<file path="src/rtl/controlador_senha_param.sv">
// Parametrised keypad lock controller: collects BCD digits, compares a full code,
// counts failures into a timed lockout, and allows reprogramming while open.
module controlador_senha_param #(
    parameter int                      CODE_LEN       = 6,
    parameter int                      MAX_TRIES      = 3,
    parameter int                      LOCKOUT_CYCLES = 16,
    parameter int                      TIMEOUT_CYCLES = 32,
    parameter logic [4*CODE_LEN-1:0]   DEFAULT_CODE   = 24'h589204
) (
    input  logic       clk,
    input  logic       reset,
    input  logic       insere,
    input  logic [3:0] numero,
    input  logic       programa,
    input  logic       trava,
    output logic [3:0] estado,
    output logic [1:0] modo,
    output logic [6:0] display,
    output logic       led,
    output logic       bloqueado,
    output logic       erro,
    output logic [3:0] tentativas
);

    typedef enum logic [1:0] {
        ST_ENTRY = 2'd0,
        ST_OPEN  = 2'd1,
        ST_PROG  = 2'd2,
        ST_LOCK  = 2'd3
    } state_t;

    localparam int TMAXC = (LOCKOUT_CYCLES > TIMEOUT_CYCLES) ? LOCKOUT_CYCLES : TIMEOUT_CYCLES;
    localparam int TW    = $clog2(TMAXC + 1);

    localparam logic [TW-1:0] T_SAT   = '1;
    localparam logic [TW-1:0] TO_LAST = TW'(TIMEOUT_CYCLES - 1);
    localparam logic [TW-1:0] LK_LAST = TW'(LOCKOUT_CYCLES - 1);
    localparam logic [3:0]    LAST    = 4'(CODE_LEN - 1);
    localparam logic [3:0]    MAXT    = 4'(MAX_TRIES);
    localparam logic [6:0]    DASH    = 7'b1000000;

    function automatic logic [6:0] seg7(input logic [3:0] d);
        logic [6:0] s;
        case (d)
            4'd0:    s = 7'b0111111;
            4'd1:    s = 7'b0000110;
            4'd2:    s = 7'b1011011;
            4'd3:    s = 7'b1001111;
            4'd4:    s = 7'b1100110;
            4'd5:    s = 7'b1101101;
            4'd6:    s = 7'b1111101;
            4'd7:    s = 7'b0000111;
            4'd8:    s = 7'b1111111;
            4'd9:    s = 7'b1101111;
            default: s = DASH;
        endcase
        return s;
    endfunction

    // Reset asserts asynchronously but releases only after two clean clock edges.
    logic [1:0] rst_sync_q;
    logic       rst_n;

    always_ff @(posedge clk or negedge reset) begin
        if (!reset) rst_sync_q <= 2'b00;
        else        rst_sync_q <= {rst_sync_q[0], 1'b1};
    end
    assign rst_n = rst_sync_q[1];

    state_t                    state_q, state_d;
    logic [3:0]                cnt_q, cnt_d;
    logic [4*(CODE_LEN-1)-1:0] buf_q, buf_d;
    logic [4*CODE_LEN-1:0]     code_q, code_d;
    logic [6:0]                disp_q, disp_d;
    logic [3:0]                tries_q, tries_d;
    logic [TW-1:0]             timer_q, timer_d;
    logic                      erro_q, erro_d;
    logic                      led_q, led_d;
    logic                      bloq_q, bloq_d;
    logic [4*CODE_LEN-1:0]     full;
    logic                      valid;

    assign full  = {buf_q, numero};
    assign valid = insere && (numero <= 4'd9);

    always_comb begin
        state_d = state_q;
        cnt_d   = cnt_q;
        buf_d   = buf_q;
        code_d  = code_q;
        disp_d  = disp_q;
        tries_d = tries_q;
        erro_d  = 1'b0;
        timer_d = (timer_q == T_SAT) ? timer_q : timer_q + TW'(1);

        case (state_q)
            ST_ENTRY: begin
                if (insere) begin
                    timer_d = '0;
                    disp_d  = valid ? seg7(numero) : DASH;
                    if (valid) begin
                        if (cnt_q == LAST) begin
                            cnt_d = '0;
                            buf_d = '0;
                            if (full == code_q) begin
                                state_d = ST_OPEN;
                                tries_d = '0;
                            end else begin
                                erro_d = 1'b1;
                                if (tries_q + 4'd1 >= MAXT) begin
                                    tries_d = MAXT;
                                    state_d = ST_LOCK;
                                end else begin
                                    tries_d = tries_q + 4'd1;
                                end
                            end
                        end else begin
                            buf_d = full[4*(CODE_LEN-1)-1:0];
                            cnt_d = cnt_q + 4'd1;
                        end
                    end
                end else if (cnt_q != 4'd0 && timer_q == TO_LAST) begin
                    cnt_d  = '0;
                    buf_d  = '0;
                    disp_d = '0;
                end
            end

            ST_OPEN: begin
                if (trava) begin
                    state_d = ST_ENTRY;
                    disp_d  = '0;
                    timer_d = '0;
                end else if (programa) begin
                    state_d = ST_PROG;
                    cnt_d   = '0;
                    buf_d   = '0;
                    timer_d = '0;
                end else if (timer_q == TO_LAST) begin
                    state_d = ST_ENTRY;
                    disp_d  = '0;
                    timer_d = '0;
                end
            end

            ST_PROG: begin
                if (insere) begin
                    timer_d = '0;
                    disp_d  = valid ? seg7(numero) : DASH;
                    if (valid) begin
                        if (cnt_q == LAST) begin
                            code_d  = full;
                            state_d = ST_OPEN;
                            cnt_d   = '0;
                            buf_d   = '0;
                        end else begin
                            buf_d = full[4*(CODE_LEN-1)-1:0];
                            cnt_d = cnt_q + 4'd1;
                        end
                    end
                end else if (timer_q == TO_LAST) begin
                    state_d = ST_OPEN;
                    cnt_d   = '0;
                    buf_d   = '0;
                    timer_d = '0;
                end
            end

            default: begin
                // Lockout timer runs from entry; strobes neither restart it nor register.
                if (timer_q == LK_LAST) begin
                    state_d = ST_ENTRY;
                    tries_d = '0;
                    cnt_d   = '0;
                    buf_d   = '0;
                    disp_d  = '0;
                    timer_d = '0;
                end
            end
        endcase

        if (state_d != state_q) timer_d = '0;

        led_d  = (state_d == ST_OPEN) || (state_d == ST_PROG);
        bloq_d = (state_d == ST_LOCK);
    end

    always_ff @(posedge clk or negedge rst_n) begin
        if (!rst_n) begin
            state_q <= ST_ENTRY;
            cnt_q   <= '0;
            buf_q   <= '0;
            code_q  <= DEFAULT_CODE;
            disp_q  <= '0;
            tries_q <= '0;
            timer_q <= '0;
            erro_q  <= 1'b0;
            led_q   <= 1'b0;
            bloq_q  <= 1'b0;
        end else begin
            state_q <= state_d;
            cnt_q   <= cnt_d;
            buf_q   <= buf_d;
            code_q  <= code_d;
            disp_q  <= disp_d;
            tries_q <= tries_d;
            timer_q <= timer_d;
            erro_q  <= erro_d;
            led_q   <= led_d;
            bloq_q  <= bloq_d;
        end
    end

    assign estado     = cnt_q;
    assign modo       = state_q;
    assign display    = disp_q;
    assign led        = led_q;
    assign bloqueado  = bloq_q;
    assign erro       = erro_q;
    assign tentativas = tries_q;

endmodule

</file>
<file path="config.mk">
export PLATFORM = sky130hd
export DESIGN_NAME = controlador_senha_param
export DESIGN_NICKNAME = d
export VERILOG_FILES = /design/src/rtl/controlador_senha_param.sv
export SDC_FILE = /design/constraint.sdc
export NUM_CORES = 1
export LEC_CHECK = 0
export BUFFER_PORTS_ARGS = -buffer_cell sky130_fd_sc_hd__clkbuf_2
export CAP_MARGIN = 0
export CORE_ASPECT_RATIO = 1.5
export CORE_MARGIN = 2
export CORE_UTILIZATION = 40
export CTS_BUF_LIST = sky130_fd_sc_hd__clkbuf_8
export DETAILED_ROUTE_END_ITERATION = 16
export PLACE_DENSITY = 0.7
export SLEW_MARGIN = 0
export SYNTH_ARGS = -nofsm -noshare
export SYNTH_HDL_FRONTEND = slang
export SYNTH_SLANG_ARGS = --single-unit
</file>
<file path="constraint.sdc">
create_clock -name clk -period 2.02 [get_ports clk]
set_input_delay 0.101 -clock clk [delete_from_list [all_inputs] [get_ports clk]]
set_output_delay 0.101 -clock clk [all_outputs]
set_load 0.01 [all_outputs]
</file>
==> summary.md, run 1 <==
| Metric | Value |
|---|---|
| Status | `finished with violations` |
| Failing checks | `negative setup slack` |
| CTS max path bufs | `2` |
| RSZ-0062 raised after global routing | `true` |
| Setup_tns | `-5.01 ns` |
| Slew Viols, Final | `0` |
| CP max-delay cell | `dfrtp_1` |
| P_leak | `between 0.002 and 0.0025 uW` |
| Sequential area share after synthesis | `0.487` |
| Net Sw Power | `a little over 900 uW` |
| CP Class | `register to register` |
| Share of flip-flops with an asynchronous set or reset | `1.00` |
| Setup Skew | `0.0107 ns` |
| RD Place Congestion | `0.930` |
| Top sig layer | `met4` |
| IO Pins | `29` |
| Endpoint type of the worst setup path | `register` |
| Power consumption | `between 3000 and 4000 uW` |
| Die Y | `approximately 120 microns` |
| Worst Hold Class | `input port to asynchronous set/reset pin` |
| Final period util | `1.11` |
| Detailed Place HPWL | `about 6200 microns` |
| Placement Cell Area | `between 4000 and 5000 sq um` |
| PwrDens | `663 nW/um^2` |
| Vias in the first global route | `3,158` |
| Routed length on met3 | `291 microns` |
| Syn Std Cell Area | `3720 sq um` |
| Starting density of the core | `0.406` |
| H-Tree Level Count | `3` |
| Worst path cell trace | `ha_4, nand3_4, or3b_4, o21ba_4, a221o_1, o21ai_2, o31ai_4, and3_1` |
| Worst slew pin tran | `~0.5 ns` |
| Filler cells | `approximately 800` |
| Total CTS buffers | `9` |
| Max incr delay on CP | `0.40 ns` |
| Met1 WL | `between 3000 and 4000 microns` |
| Synth Warn # | `0` |
| Max FO, Critical Path | `6` |
| DRC viols | `0` |
| Global-route wire length before repair | `14,600 microns` |
| Initial drt markers | `119` |
| Length of routed met2 wiring | `approximately 5200 microns` |
| Cell internal pwr | `between 2000 and 2500 uW` |
| R2R depth | `8` |
| Final hold viol count | `0` |
| Syn Nets | `between 400 and 500` |
| Clk sink count | `72` |
| Via density | `about 5.2` |
| Total of max-cap violations | `0` |
| Ys flop type | `dfrtp_1` |
| Post-Synthesis Cells | `~380` |
| Relative slew slack | `0.656` |
| Crit path buf inv count | `0` |
| CTS clk-pin slew, worst paths | `0.07 ns` |
| Cell family with most CP delay | `compound AO/OA/AOI/OAI gates` |
| Sequential share of power | `0.464` |
| ANT nets after route | `0` |
| Worst setup margin | `-0.223 ns` |
| Yosys reg bits | `72` |
| Clk pwr share | `0.339` |
| Post-synth cell types | `45` |
| TritonCTS clock tree | `yes` |
| Die Area | `10,100 sq um` |
| Count of input and output buffers | `28` |
| WP depth | `8` |
| Clk Latency, worst-skew pair | `approximately 0.35 ns` |
| CP arrival | `2.47 ns` |
| Peak Freq | `approximately 0.45 GHz` |
| Drt wl/cell | `approximately 16 microns` |
| Final Cell Area | `5110 sq um` |
| Share of layout cells above drive strength 1 | `0.377` |
| Final setup violation count | `39` |
| Fin nets | `a little over 500` |
| Crit path launch type | `register` |
| CORE AREA | `~9000 sq um` |
| Diodes inserted | `0` |
| Area Overhead vs Synth | `37.6%` |
| First-pass iteration count of the detailed router | `4` |
| WL final | `between 9000 and 10,000 microns` |
| Die X | `roughly 83 microns` |
| Combinational power share | `0.197` |
| Final min period | `between 2 and 2.5 ns` |
| Post-synthesis area per instance | `about 10 sq um` |
| Initial antenna violation count | `0` |
| Root Buffer | `clkbuf_8` |
| Number of cell rows | `43` |
| Switching Share | `0.273` |
| GRT overflow | `0` |
| EDFF count, synth | `0` |
| Maximum number of pins on one net before global-route repair | `just over 70` |
| Worst IR Drop VDD | `about 0.00046 V` |
| Critical Path RT | `around 2.3 ns` |
| Via Count | `3,140` |
| Overall global routing resource usage | `0.192` |
[logic make-up (layout without fill, tap and decap cells)]
logic type / count (synthesis) / count (layout) / share of synthesized area
AO/OA/AOI/OAI: 71 / 71 / 0.122
adder cells (fa/ha/maj): 15 / 15 / 0.0505
flip-flops: 72 / 72 / 0.487
multiplexers: 28 / 28 / 0.0838
other: 1 / 1 / 0.00101
XOR/XNOR: 27 / 27 / 0.0636
buffers and inverters: 24 / 135 / 0.0246
AND/OR/NAND/NOR: 139 / 139 / 0.167
[layer usage]
metal	GRT usage	up-vias
met1	0.221	1558
met3	0.0400	20
met2	0.336	50
met4	0.0830	0
met5	0	-
li1	-	1512
[final timing paths]
| kind | startpoint | to | slack [ns] |
|---|---|---|---|
| max | timer_q[0]$_DFF_PN0_ | timer_q[5]$_DFF_PN0_ | -0.22 |
| min | reset | rst_sync_q[1]$_DFF_PN0_ | 0.08 |
| max reg2reg | timer_q[0]$_DFF_PN0_ | timer_q[5]$_DFF_PN0_ | -0.22 |
| min reg2reg | rst_sync_q[1]$_DFF_PN0_ | buf_q[9]$_DFFE_PN0P_ | 0.29 |
| max in group asynchronous | rst_sync_q[1]$_DFF_PN0_ | code_q[2]$_DFFE_PN1P_ | 1.38 |
| min in group clk | numero[2] | buf_q[2]$_DFFE_PN0P_ | 0.18 |
[cells in the final DEF, fill, tap and decap left out, drive strengths merged, types with 2 or more instances in the layout]
| cell type | n |
|---|---|
| xor2 | 2 |
| a21o | 3 |
| a21oi | 6 |
| a22o | 4 |
| nor3 | 9 |
| o21ai | 42 |
| a31oi | 2 |
| mux2i | 3 |
| nand3 | 6 |
| and2 | 3 |
| clkbuf | 44 |
| inv | 12 |
| xnor2 | 25 |
| nand2 | 64 |
| nand4 | 7 |
| ha | 15 |
| nand2b | 5 |
| dfrtp | 65 |
| clkinv | 2 |
| nor4 | 2 |
| mux2 | 25 |
| dfstp | 7 |
| a32oi | 2 |
| buf | 75 |
| and3 | 7 |
| nor2 | 31 |
[metrics by stage]
| step | worst slack, ns | util | hold slack, ns | instances |
|---|---|---|---|---|
| global route | -0.272 | 0.559 | 0.0775 | 600 |
| global placement | -0.191 | 0.492 | -0.112 | 565 |
| detailed placement | -0.247 | 0.492 | -0.111 | 565 |
| finish | -0.223 | 0.559 | 0.0819 | 600 |
| CTS | -0.215 | 0.535 | 0.0665 | 591 |
| floorplan | -0.183 | - | -0.195 | 377 |
[state kept, by name (all words and copies together) (netlist names)]
name	count
tentativas	4
estado	4
modo	2
display	7
timer_q	6
erro	1
buf_q	20
rst_sync_q	2
code_q	24
bloqueado	1
led	1
[final cells by class]
cell class                      instances  area, sq um  share of cell area
Multi-Input combinational cell        281         1990               0.390
Inverter                               10         37.5             0.00734
Sequential cell                        72         1810               0.355
Clock inverter                          5         47.5             0.00930
Clock buffer                           11          151              0.0296
Timing Repair Buffer                  109          928               0.182
Tap cell                              112          140              0.0274
[power by group through the flow]
stage	sequential [uW]	combinational (uW)	clock (uW)
after floorplan	1650	228	0
after global placement	1600	510	0
after detailed placement	1600	528	0
after CTS	1570	589	1180
after global routing	1580	731	1250
final	1570	666	1150
[synthesized netlist by cell type (all sizes together) (2+ instances only)]
| library cell | count | area, sq um |
|---|---|---|
| dfrtp | 65 | 1630 |
| nand2 | 64 | 240 |
| o21ai | 42 | 210 |
| nor2 | 31 | 116 |
| mux2 | 25 | 282 |
| xnor2 | 25 | 219 |
| ha | 15 | 188 |
| clkbuf | 13 | 48.8 |
| inv | 10 | 37.5 |
| nor3 | 9 | 45.0 |
| and3 | 7 | 43.8 |
| dfstp | 7 | 184 |
| nand4 | 7 | 43.8 |
| a21oi | 6 | 30.0 |
| nand3 | 6 | 35.0 |
| nand2b | 5 | 31.3 |
| a22o | 4 | 35.0 |
| a21o | 3 | 22.5 |
| and2 | 3 | 18.8 |
| mux2i | 3 | 30.0 |
| a31oi | 2 | 12.5 |
| a32oi | 2 | 17.5 |
| nor4 | 2 | 12.5 |
| xor2 | 2 | 17.5 |
[repair_timing]
item	CTS	global route
hold buffers	1	0
gates cloned	1	7
setup endpoints to repair	38	58
setup buffers	8	2
endpoints found under the hold margin	2	0
pin swaps	6	12
gates resized for setup	35	27
Power figures use the tool's default switching activity.
==> run 2: changes to the inputs <==
Settings changed: MAX_ROUTING_LAYER from default to met4.
==> run 2 against run 1 <==
  * The run still ends with negative setup slack left
  * Via count decreased by 0.35%
  * Count of clock-buffer cells in the layout unchanged
  * Critical path type unchanged
  * Sequential cell count unchanged
  * Global-route usage increased by 0.60 points
  * Clock skew about the same
  * Non-clock buffer count unchanged
  * Total power about the same
==> summary.md, run 2 (synthesis results as in run 1) <==
| Metric | Value |
|---|---|
| Placement Cell Area | `4500 sq um (unchanged)` |
| Overall global routing resource usage | `0.198 (was 0.192)` |
| Sequential standard cell area | `1810 sq um (unchanged)` |
| Clk Latency, worst-skew pair | `0.35 ns (about the same)` |
| Slew Viols, Final | `0 (unchanged)` |
| Final hold viol count | `0 (unchanged)` |
| Share of layout cells above drive strength 1 | `0.377 (unchanged)` |
| Most common cell after layout, fill and taps aside | `buf_4 (unchanged)` |
| Critical Path RT | `2.25 ns (about the same)` |
| Setup Skew | `0.0108 ns (was 0.0107 ns)` |
| TritonCTS clock tree | `yes (unchanged)` |
| Root Buffer | `clkbuf_8 (unchanged)` |
| CTS clk-pin slew, worst paths | `0.07 ns (about the same)` |
| Drt wl/cell | `15.7 microns (about the same)` |
| Initial drt markers | `116 (was 119)` |
| Worst setup margin | `-0.234 ns (was -0.223 ns)` |
| Worst slew pin tran | `0.511 ns (about the same)` |
| Worst Hold Class | `input port to asynchronous set/reset pin (unchanged)` |
| Worst Hold Margin | `0.0808 ns (was 0.0819 ns)` |
| CP arrival | `2.48 ns (was 2.47 ns)` |
| Die Y | `122 microns (unchanged)` |
| CP Class | `register to register (unchanged)` |
| Worst IR Drop VDD | `0.000457 V (about the same)` |
| Endpoint type of the worst setup path | `register (unchanged)` |
| First-pass iteration count of the detailed router | `4 (unchanged)` |
| Detailed Place HPWL | `6190 microns (unchanged)` |
| Final setup violation count | `39 (unchanged)` |
| Biggest register | `code_q (unchanged)` |
| Crit path launch type | `register (unchanged)` |
| Final min period | `2.25 ns (was 2.24 ns)` |
| R2R depth | `8 (unchanged)` |
| PwrDens | `664 nW/um^2 (was 663 nW/um^2)` |
| Diodes inserted | `0 (unchanged)` |
| Initial antenna violation count | `0 (unchanged)` |
| GRT overflow | `0 (unchanged)` |
| Most frequent cells in the layout | `buf_4 (65), dfrtp_1 (63), nand2_1 (62) (unchanged)` |
| Peak Freq | `0.444 GHz (was 0.446 GHz)` |
| Number of cell rows | `43 (unchanged)` |
| Relative slew slack | `0.656 (about the same)` |
| P_leak | `0.00238 uW (unchanged)` |
| CTS max path bufs | `2 (unchanged)` |
| Count of input and output buffers | `28 (unchanged)` |
| H-Tree Level Count | `3 (unchanged)` |
| RD Place Congestion | `0.947 (was 0.930)` |
| CORE AREA | `9150 sq um (unchanged)` |
| Failing checks | `negative setup slack (unchanged)` |
| WL final | `9400 microns (was 9420 microns)` |
| Max FO, Critical Path | `6 (unchanged)` |
| Via density | `5.22 (was 5.23)` |
| Die X | `82.7 microns (unchanged)` |
| Starting density of the core | `0.406 (unchanged)` |
| Maximum number of pins on one net before global-route repair | `71 (unchanged)` |
| Fin nets | `507 (unchanged)` |
| IO Pins | `29 (unchanged)` |
| Via Count | `3,129 (was 3,140)` |
| Max reg flops | `24 (unchanged)` |
| Die Area | `10,100 sq um (unchanged)` |
| Multi-input gate area | `1990 sq um (unchanged)` |
| DRC viols | `0 (unchanged)` |
| Final period util | `1.12 (was 1.11)` |
| Total of max-cap violations | `0 (unchanged)` |
| Global-route wire length before repair | `14,600 microns (about the same)` |
| Filler cells | `796 (unchanged)` |
| Final Cell Area | `5110 sq um (unchanged)` |
| Total CTS buffers | `9 (unchanged)` |
| RSZ-0062 raised after global routing | `true (unchanged)` |
| ANT nets after route | `0 (unchanged)` |
| Vias in the first global route | `3,151 (was 3,158)` |
| Area Overhead vs Synth | `37.6% (unchanged)` |
| Clk sink count | `72 (unchanged)` |
| Status | `finished with violations (unchanged)` |
run 2: cell counts in the layout (fill, tap and decap cells not counted):
Identical to the previous run, type by type.
run 2: timing repair:
action	in CTS	in global routing
hold endpoints to repair	2	0
hold buffers	1	0
endpoints found under the setup margin	38	58
pin swaps	6	12
gates cloned	1	7
resized for setup	35	27
setup buffers	8	2
run 2: layout make-up:
type	instances	share of cell area
multi-input combinational	281	0.390
sequential	72	0.355
timing repair buffer	109	0.182
clock buffer	11	0.0296
tap	112	0.0274
clock inverter	5	0.00930
inverter	10	0.00734
run 2: power by group:
group	switching, uW	internal, uW	total [uW]
combinational	337	327	665
clock	529	625	1150
sequential	60.6	1510	1570
run 2: routing by layer:
layer  up-vias  global-route usage  part of all wire
met3        22              0.0407             0.032
li1       1510                   -                 -
met4         0              0.0830             0.027
met1      1538               0.223              0.39
met5         -                   -                 0
met2        59               0.335              0.55
run 2: critical path, stage by stage, from the launching register on:
cell and delay (ns):
dfrtp_1 0.40, ha_4 0.17, nand3_4 0.07, or3b_4 0.40, o21ba_4 0.21, a221o_1 0.38
o21ai_2 0.20, o31ai_4 0.11, and3_1 0.19
run 2: path summary, 6_finish.rpt:
| path | startpoint | endpoint | slack (ns) |
|---|---|---|---|
| worst max-delay path | timer_q[0]$_DFF_PN0_ | timer_q[5]$_DFF_PN0_ | -0.23 |
| worst min-delay path | reset | rst_sync_q[1]$_DFF_PN0_ | 0.08 |
| worst max register to register | timer_q[0]$_DFF_PN0_ | timer_q[5]$_DFF_PN0_ | -0.23 |
| worst min register to register | rst_sync_q[1]$_DFF_PN0_ | buf_q[13]$_DFFE_PN0P_ | 0.29 |
| max in group asynchronous | rst_sync_q[1]$_DFF_PN0_ | code_q[2]$_DFFE_PN1P_ | 1.39 |
| min in group clk | numero[2] | buf_q[2]$_DFFE_PN0P_ | 0.18 |
run 2: stage by stage:
step           std cells  setup TNS (ns)  total power (uW)  worst slack, ns   util
2_1_floorplan        377           -1.83              1870           -0.183      -
3_3_place_gp         565           -2.77              2110           -0.191  0.492
3_5_place_dp         565           -4.56              2130           -0.247  0.492
4_1_cts              591           -3.94              3340           -0.215  0.535
5_1_grt              600           -8.09              3560           -0.272  0.559
6_report             600           -5.17              3390           -0.234  0.559
